--- config.mk ---
export PLATFORM = sky130hd
export DESIGN_NAME = fetch_stage
export DESIGN_NICKNAME = d
export VERILOG_FILES = /design/src/rtl/pipe_pkg.sv /design/src/rtl/fetch_queue.sv /design/src/rtl/fetch_stage.sv
export SDC_FILE = /design/constraint.sdc
export NUM_CORES = 1
export LEC_CHECK = 0
export CAP_MARGIN = 20
export CORE_MARGIN = 5
export CORE_UTILIZATION = 45
export DETAILED_ROUTE_END_ITERATION = 12
export PLACE_DENSITY = 0.74
export REMOVE_ABC_BUFFERS = 1
export SETUP_SLACK_MARGIN = 0.5
export SLEW_MARGIN = 20
export SYNTH_ARGS = -nofsm -noshare
export SYNTH_HDL_FRONTEND = slang
export SYNTH_SLANG_ARGS = --single-unit
export TNS_END_PERCENT = 1
--- constraint.sdc ---
create_clock -name CLK -period 2.9 [get_ports CLK]
set_clock_uncertainty 0.15 [all_clocks]
set_input_delay 0.29 -clock CLK [delete_from_list [all_inputs] [get_ports CLK]]
set_output_delay 0.29 -clock CLK [all_outputs]
set_load 0.005 [all_outputs]
--- src/rtl/pipe_pkg.sv ---
// rtl/pipe_pkg.sv - shared widths, reset PC, opcodes and fetch-queue types
package pipe_pkg;

    localparam int ADDR_W  = 8;
    localparam int INSTR_W = 16;

    localparam logic [ADDR_W-1:0] RESET_PC_DEFAULT = 8'h00;

    // Major opcode lives in the top nibble of every instruction word
    typedef enum logic [3:0] {
        OP_RTYPE       = 4'b0000,
        OP_ADDI        = 4'b0001,
        OP_LOAD        = 4'b0010,
        OP_STORE       = 4'b0011,
        OP_BRANCH      = 4'b0100,
        OP_JUMP        = 4'b0101,
        OP_RIGHT_SHIFT = 4'b0110,
        OP_LEFT_SHIFT  = 4'b0111
    } opcode_e;

    // Occupancy class of the instruction queue
    typedef enum logic [1:0] {
        Q_EMPTY   = 2'd0,
        Q_PARTIAL = 2'd1,
        Q_FULL    = 2'd2
    } q_state_e;

    // One queue slot: the fetched word and the address it came from
    typedef struct packed {
        logic [INSTR_W-1:0] instr;
        logic [ADDR_W-1:0]  pc;
    } fetch_entry_t;

    function automatic opcode_e opcode_of(input logic [INSTR_W-1:0] instr);
        return opcode_e'(instr[INSTR_W-1:INSTR_W-4]);
    endfunction

endpackage

--- src/rtl/fetch_queue.sv ---
// rtl/fetch_queue.sv - small synchronous instruction FIFO with push/pop/flush
module fetch_queue
    import pipe_pkg::*;
#(
    parameter int DEPTH = 2
) (
    input  logic                       clk_i,
    input  logic                       rst_i,
    input  logic                       push_i,
    input  fetch_entry_t               push_entry_i,
    input  logic                       pop_i,
    input  logic                       flush_i,
    output fetch_entry_t               head_o,
    output logic [$clog2(DEPTH+1)-1:0] count_o,
    output q_state_e                   state_o
);

    localparam int PW = (DEPTH > 1) ? $clog2(DEPTH) : 1;
    localparam int CW = $clog2(DEPTH + 1);

    fetch_entry_t  mem_q [DEPTH];
    logic [PW-1:0] rd_ptr_q;
    logic [PW-1:0] wr_ptr_q;
    logic [CW-1:0] count_q;
    logic [CW-1:0] count_d;
    q_state_e      state_q;
    logic          empty;
    logic          full;
    logic          push_ok;
    logic          pop_ok;

    // Pointers wrap explicitly so non-power-of-two depths work
    function automatic logic [PW-1:0] ptr_inc(input logic [PW-1:0] p);
        return (p == PW'(DEPTH - 1)) ? '0 : p + PW'(1);
    endfunction

    assign empty   = (count_q == '0);
    assign full    = (count_q == CW'(DEPTH));
    assign pop_ok  = pop_i && !empty;
    assign push_ok = push_i && (!full || pop_ok);

    // Next occupancy: flush wins, otherwise push and pop cancel out
    always_comb begin
        count_d = count_q;
        if (flush_i) begin
            count_d = '0;
        end else begin
            case ({push_ok, pop_ok})
                2'b10:   count_d = count_q + CW'(1);
                2'b01:   count_d = count_q - CW'(1);
                default: count_d = count_q;
            endcase
        end
    end

    // Pointer and count registers, cleared by reset or flush
    always_ff @(posedge clk_i or posedge rst_i) begin
        if (rst_i) begin
            rd_ptr_q <= '0;
            wr_ptr_q <= '0;
            count_q  <= '0;
        end else begin
            count_q <= count_d;
            if (flush_i) begin
                rd_ptr_q <= '0;
                wr_ptr_q <= '0;
            end else begin
                if (pop_ok) begin
                    rd_ptr_q <= ptr_inc(rd_ptr_q);
                end
                if (push_ok) begin
                    wr_ptr_q <= ptr_inc(wr_ptr_q);
                end
            end
        end
    end

    // Slot storage; contents are never visible while empty so no reset needed
    always_ff @(posedge clk_i) begin
        if (push_ok && !flush_i) begin
            mem_q[wr_ptr_q] <= push_entry_i;
        end
    end

    // Occupancy state machine tracking EMPTY / PARTIAL / FULL
    always_ff @(posedge clk_i or posedge rst_i) begin
        if (rst_i) begin
            state_q <= Q_EMPTY;
        end else if (flush_i) begin
            state_q <= Q_EMPTY;
        end else if (count_d == '0) begin
            state_q <= Q_EMPTY;
        end else if (count_d == CW'(DEPTH)) begin
            state_q <= Q_FULL;
        end else begin
            state_q <= Q_PARTIAL;
        end
    end

    assign head_o  = empty ? '0 : mem_q[rd_ptr_q];
    assign count_o = count_q;
    assign state_o = state_q;

endmodule

--- src/rtl/fetch_stage.sv ---
// rtl/fetch_stage.sv - instruction fetch: PC, single in-flight request, queue to decode
module fetch_stage
    import pipe_pkg::*;
#(
    parameter logic [ADDR_W-1:0] RESET_PC = RESET_PC_DEFAULT,
    parameter int                QDEPTH   = 2
) (
    input  logic               CLK,
    input  logic               reset,
    output logic [ADDR_W-1:0]  imem_addr,
    output logic               imem_req,
    input  logic [INSTR_W-1:0] imem_rdata,
    input  logic               redirect_valid,
    input  logic [ADDR_W-1:0]  redirect_pc,
    input  logic               id_ready,
    output logic               id_valid,
    output logic [INSTR_W-1:0] id_instr,
    output logic [ADDR_W-1:0]  id_pc
);

    localparam int CW = $clog2(QDEPTH + 1);

    logic [ADDR_W-1:0] pc_q;
    logic [ADDR_W-1:0] pc_d;
    logic [ADDR_W-1:0] inflight_pc_q;
    logic [ADDR_W-1:0] inflight_pc_d;
    logic              inflight_q;
    logic              inflight_d;
    logic [CW-1:0]     q_count;
    q_state_e          q_state;
    fetch_entry_t      q_head;
    fetch_entry_t      push_entry;
    logic              push;
    logic              pop;
    logic [3:0]        occ_after_pop;

    // A response is only kept if no redirect is squashing it this cycle
    assign push       = inflight_q && !redirect_valid;
    assign push_entry = '{instr: imem_rdata, pc: inflight_pc_q};

    assign id_valid = (q_state != Q_EMPTY) && !redirect_valid;
    assign pop      = id_valid && id_ready;

    // Reserve a slot for every word already queued or on its way back
    assign occ_after_pop = 4'(q_count) + {3'b000, inflight_q} - {3'b000, pop};
    assign imem_req      = !reset && !redirect_valid && (occ_after_pop < 4'(QDEPTH));
    assign imem_addr     = pc_q;

    assign id_instr = q_head.instr;
    assign id_pc    = q_head.pc;

    // Next fetch PC and in-flight tracking; redirect overrides issuing
    always_comb begin
        pc_d          = pc_q;
        inflight_d    = 1'b0;
        inflight_pc_d = inflight_pc_q;
        if (redirect_valid) begin
            pc_d = redirect_pc;
        end else if (imem_req) begin
            pc_d          = pc_q + ADDR_W'(1);
            inflight_d    = 1'b1;
            inflight_pc_d = pc_q;
        end
    end

    // PC and in-flight registers
    always_ff @(posedge CLK or posedge reset) begin
        if (reset) begin
            pc_q          <= RESET_PC;
            inflight_q    <= 1'b0;
            inflight_pc_q <= '0;
        end else begin
            pc_q          <= pc_d;
            inflight_q    <= inflight_d;
            inflight_pc_q <= inflight_pc_d;
        end
    end

    fetch_queue #(
        .DEPTH(QDEPTH)
    ) u_queue (
        .clk_i        (CLK),
        .rst_i        (reset),
        .push_i       (push),
        .push_entry_i (push_entry),
        .pop_i        (pop),
        .flush_i      (redirect_valid),
        .head_o       (q_head),
        .count_o      (q_count),
        .state_o      (q_state)
    );

endmodule

* Word level (Yosys, flattened, before mapping) *
Memory sizes are Yosys's and may differ from the RTL's.
Index checks and enable logic that the tools add are counted.

storage, ports and cells
  register bits = 23
  RAM bits = 48
  input port bits = 28
  output and inout port bits = 34
  logic and storage cells = 59
  memories = 1

memories
  memory         depth  bits a word  rd ports  clocked after memory_dff  wr ports  RTL line           RTL
  u_queue.mem_q  2      24           1         0                         1         fetch_queue.sv:21  fetch_entry_t mem_q [DEPTH];

cells by class
  add/subtract/negate cells = 7
  $lt $le $gt $ge = 1
  eq/ne operators = 4
  multiplexer cells = 18
  bitwise operators = 1
  reductions and logical operators = 20

operator list
  operator             number
  $mux 24              1
  $mux 8               2
  $mux 1               10
  $add 8x1->8 const B  1
  $logic_and 1x1->1    8
  $mux 2               4
  $reduce_bool 2->1    4
  $eq 2x2->1 const B   3
  $logic_not 1->1      4
  $logic_not 2->1      2
  $lt 4x2->1 const B   1
  $pmux 2 s2           1
  $sub 3x1->4          1
  $add 2x1->3          1
  $add 1x1->1 const B  2
  $add 2x1->2 const B  1
  $eq 2x1->1 const B   1
  $reduce_and 2->1     1
  $sub 2x1->2 const B  1
  $logic_or 1x1->1     1
  $not 1->1            1

* Depth between registers and ports, before layout *
  depth after elaboration = 13
  depth in mapped cells = 11
  mapped depth without buffers = 9

* Hierarchy *
Synthesis repeated with hierarchy kept, for this count alone.

unflattened totals
  cell total of the unflattened synthesis = 228
  area, all modules = 3086.7 µm²

by module, submodules not included
  module       times used  cells each  area an instance (µm²)  sequential area each (µm²)
  fetch_queue  1           137         2128.3                  1566.5
  fetch_stage  1           91          958.4                   425.4

* Least setup slack after synthesis *
No wires, ideal clock.

  kind = register -> register
  start = reg u_queue.state_q[0] (netlist: u_queue.state_o[0])
  end = reg inflight_pc_q[0]
  library setup time = 0.125 ns
  arrival time = 2.779 ns
  required time = 2.625 ns
  slack = -0.154 ns
  cell stages (with the launch flop) = 11
  buffers on the path = 1
  clock period less this slack = 3.054 ns
  cell sequence = dfrtp_1 > clkbuf_1 > o21ba_2 > and2_1 > ha_1 > nor2b_1 > fa_1 > nor2_1 > o211ai_2 > nor2_2 > mux2_2

on the way
  word-level cells in the longest chain between the ends = 7

ends and longest elaborated chain
  item                               RTL line           RTL
  from (decl)                        fetch_queue.sv:26  q_state_e state_q;
  from (signal assigned)             fetch_queue.sv:88  state_q <= Q_EMPTY;
  from (signal assigned)             fetch_queue.sv:90  state_q <= Q_EMPTY;
  from (signal assigned)             fetch_queue.sv:92  state_q <= Q_EMPTY;
  $reduce_bool 2->1                  fetch_stage.sv:41  assign id_valid = (q_state != Q_EMPTY) && !redirect_valid;
  $logic_and 1x1->1                  fetch_stage.sv:41
  via id_valid                       fetch_stage.sv:16  output logic id_valid,
  $logic_and 1x1->1                  fetch_stage.sv:42  assign pop = id_valid && id_ready;
  $sub 3x1->4                        fetch_stage.sv:45  assign occ_after_pop = 4'(q_count) + {3'b000, inflight_q} - {3'b000, pop};
  $lt 4x2->1                         fetch_stage.sv:46  assign imem_req = !reset && !redirect_valid && (occ_after_pop < 4'(QDEPTH));
  $logic_and 1x1->1                  fetch_stage.sv:46
  $reduce_and 2->1 (no source line)  n/a
  to (signal assigned)               fetch_stage.sv:75  inflight_pc_q <= inflight_pc_d;
  to (decl)                          fetch_stage.sv:25  logic [ADDR_W-1:0] inflight_pc_q;

The timed path passes the listed nets, and every way through them passes these cells.
A chain may end at the register's enable or synchronous reset.

* Worst setup path in the final report *
  start = reg u_queue.state_q[1] (netlist: u_queue.state_o[1])
  end = out imem_req

on the way
  word-level cells in the longest chain between the ends = 6

ends and longest elaborated chain
  item               RTL line           RTL
  $reduce_bool 2->1  fetch_stage.sv:41
  $logic_and 1x1->1  fetch_stage.sv:41
  $logic_and 1x1->1  fetch_stage.sv:42
  $sub 3x1->4        fetch_stage.sv:45
  $lt 4x2->1         fetch_stage.sv:46
  $logic_and 1x1->1  fetch_stage.sv:46
  to (decl)          fetch_stage.sv:11  output logic imem_req,

No other way between the ends.

==> flow_metrics.py <==
metrics = {
    "setup_path": {
        "crit_path_end_kind": "output pin",
        "crit_fanout": 2,
        "rrSetupSlack_ps": 100,
        "worstPathRequired_ps": 2460,
        "start_kind": "register",
        "arrival_ps": 2360,
        "path_class": "reg2out",
    },
    "grt": {
        "grt_pass1_wl_mm": 9.46,
        "gr-usage-met2_pct": 22.7,
        "met1_usage_pct": 19.0,
        "overflow": 0,
        "grt_usage_pct": 14.7,
        "grt_antenna_before_repair": 0,
        "grt_max_degree": 26,
        "grt_pass1_vias": 1946,
        "grt_busiest_layer": "met2",
        "met3_usage_pct": 5.75,
    },
    "synth": {
        "ys_warn_count": 0,
        "ys_types": 31,
        "ys_ff_latch": 70,
        "ys_seq_area_share_pct": 68.1,
        "synth.cell_area_um2": 2930,
        "synth_area_per_cell_um2": 14.0,
        "netlist_instances": 209,
    },
    "clock_network": {
        "clk_pin_slew_ps": 80,
        "clock_latency_ps": 340,
        "clock_path_buffers": 2,
        "cts_tree": "built",
        "cts_inserted_buffers": 9,
        "cts_sinks": 70,
        "clock-root-buffer": "clkbuf_8",
        "htreeDepth": 3,
    },
    "route": {
        "wire_per_inst_um": 15.3,
        "drc": 0,
        "wirelength_mm": 5.65,
        "vias": 1869,
        "vias_per_cell": 5.05,
        "dr.pass1.iters": 4,
        "drtAntennaViolNets": 0,
        "drt_iter0_markers": 57,
    },
    "hold_path": {
        "hold_path.class": "reg2reg",
    },
    "status": {
        "status": "finished clean",
    },
    "sta": {
        "rsz0062_at_grt": "true",
        "period_share_pct": 96.6,
        "relSlewSlack_pct": 43.4,
        "slew_viol_final": 0,
        "setup_viol": 0,
        "post-route-min-period_ps": 2800,
        "finalWorstSetupSlack_ps": 100,
        "hold_slack_ps": 325,
        "fmax_ghz": 0.357,
        "worst_pin_slew_ps": 849,
        "final_hold_viol_count": 0,
    },
    "final_layout": {
        "synthToLayoutAreaGrowth_pct": 39.1,
        "drive_above_1_share_pct": 19.5,
        "nets": 321,
        "diodes": 0,
        "fin_area_um2": 4070,
    },
    "flow_run": {
        "maxCapViolCount": 0,
    },
    "floorplan": {
        "chipWidth_um": 90.6,
        "core_area_um2": 6350,
        "std_cell_rows": 29,
        "dieArea_um2": 8210,
        "dieHeight_um": 90.6,
        "initial_core_util_pct": 46.1,
        "ios": 62,
    },
    "power": {
        "ir_drop_mv": 0.340,
        "total_power_uw": 2400,
        "p_leak_uw": 0.00145,
        "power_density_nw_per_um2": 589,
    },
    "placement": {
        "placed_area_um2": 3720,
        "port_buffers": 61,
        "dpl.hpwl_mm": 3.69,
        "pre_cts_slack_ps": -505,
        "place_congestion": 0.835,
    },
}
-- where the power goes --
group	switching (uW)	total, uW	internal [uW]
clock	371	858	486
sequential	54.0	1220	1160
combinational	126	325	199
total	552	2400	1850
-- cell families (layout without fill, tap and decap cells) --
logic type | Yosys count | in the layout | share of synthesized area (%)
compound gates | 17 | 17 | 4.02
xor+xnor | 8 | 8 | 2.39
flops | 70 | 70 | 68.1
buf+inv | 16 | 100 | 2.27
simple gates | 60 | 60 | 9.20
fa+ha+maj | 5 | 5 | 2.40
mux | 33 | 33 | 11.6
-- critical path: stages (launching register included) --
cell	delay, ps
dfrtp_1	400
o21ba_4	220
and2_4	160
buf_4	130
ha_4	150
inv_2	60
fa_2	460
nor2_4	120
o211ai_2	100
nor2_1	100
buf_2	120
-- state kept, by name, summed over array words and instances, names as in the netlist --
signal and count:
u_queue.count_o 1, u_queue.state_o 2, inflight_q 1, inflight_pc_q 8
imem_addr 8, u_queue.wr_ptr_q 1, u_queue.mem_q 48, u_queue.rd_ptr_q 1
-- area by class of cell --
class	instances	area [um^2]
Multi-Input combinational cell	123	976
Fill cell	482	2280
Clock buffer	9	124
Timing Repair Buffer	77	757
Inverter	7	26.3
Clock inverter	7	97.6
Tap cell	77	96.3
Sequential cell	70	1990
-- synth_stat cells --
cell type	number	share of area (%)
dfrtp_1	22	19
buf_2	2	0.34
and2_1	3	0.64
o31ai_1	4	1.0
nand3_1	2	0.34
inv_1	7	0.90
o2111ai_1	1	0.30
buf_4	1	0.26
nand3b_1	1	0.26
nand2_1	4	0.51
nor2_2	1	0.21
xor2_1	4	1.2
or4_1	3	0.77
xnor2_1	4	1.2
clkbuf_1	6	0.77
ha_1	4	1.7
a31oi_1	5	1.1
or3_1	2	0.43
o211ai_2	1	0.43
nor3_1	1	0.17
o21ba_2	1	0.34
mux2_2	8	3.1
fa_1	1	0.68
o21ai_0	4	0.68
nor2_1	39	5.0
edfxtp_1	48	49
a21oi_1	1	0.17
mux2i_1	25	8.6
nor2b_1	1	0.21
nand2b_1	2	0.43
nand4_1	1	0.21
-- placed cells by master (no fill, tap or decap), types with 5 or more instances in the layout --
master / instances
edfxtp_1: 48
inv_1: 6
a31oi_1: 5
clkbuf_8: 9
nor2_1: 35
buf_4: 10
mux2i_1: 24
dfrtp_1: 22
clkdlybuf4s50_1: 60
buf_6: 5
mux2_4: 8
-- repair_timing --
item / in CTS / in global routing
pin swaps: 11 / 12
resized for setup: 14 / 19
hold buffers: 0 / 0
setup buffers: 2 / 0
endpoints found under the setup margin: 18 / 29
-- per-layer routing --
layer,wire [um],up-vias
met1,2510,886
met2,2650,62
met3,422,7
met5,0,-
met4,61,0
li1,-,914
-- path summary, 6_finish.rpt --
| path | start | end | cells after the start |
|---|---|---|---|
| max in group asynchronous | reset | inflight_pc_q[2]$_DFFE_PP0P_ | 2 |
| worst max-delay path | u_queue.state_o[1]$_DFF_PP0_ | imem_req | 10 |
| worst min register to register | inflight_pc_q[0]$_DFFE_PP0P_ | u_queue.mem_q[1][0]$_DFFE_PP_ | 0 |
| worst min-delay path | inflight_pc_q[0]$_DFFE_PP0P_ | u_queue.mem_q[1][0]$_DFFE_PP_ | 0 |
| min in group asynchronous | reset | u_queue.state_o[1]$_DFF_PP0_ | 2 |
| worst max register to register | u_queue.state_o[1]$_DFF_PP0_ | inflight_pc_q[0]$_DFFE_PP0P_ | 12 |
-- through the flow --
stage                     cells  util, %  TNS (ps)
after floorplan             200        -     -2290
after global placement      352     58.5     -5510
after detailed placement    352     58.5     -6900
after CTS                   370     62.9         0
after global routing        370     64.1     -62.8
final                       370     64.1         0
Power figures use the tool's default switching activity.
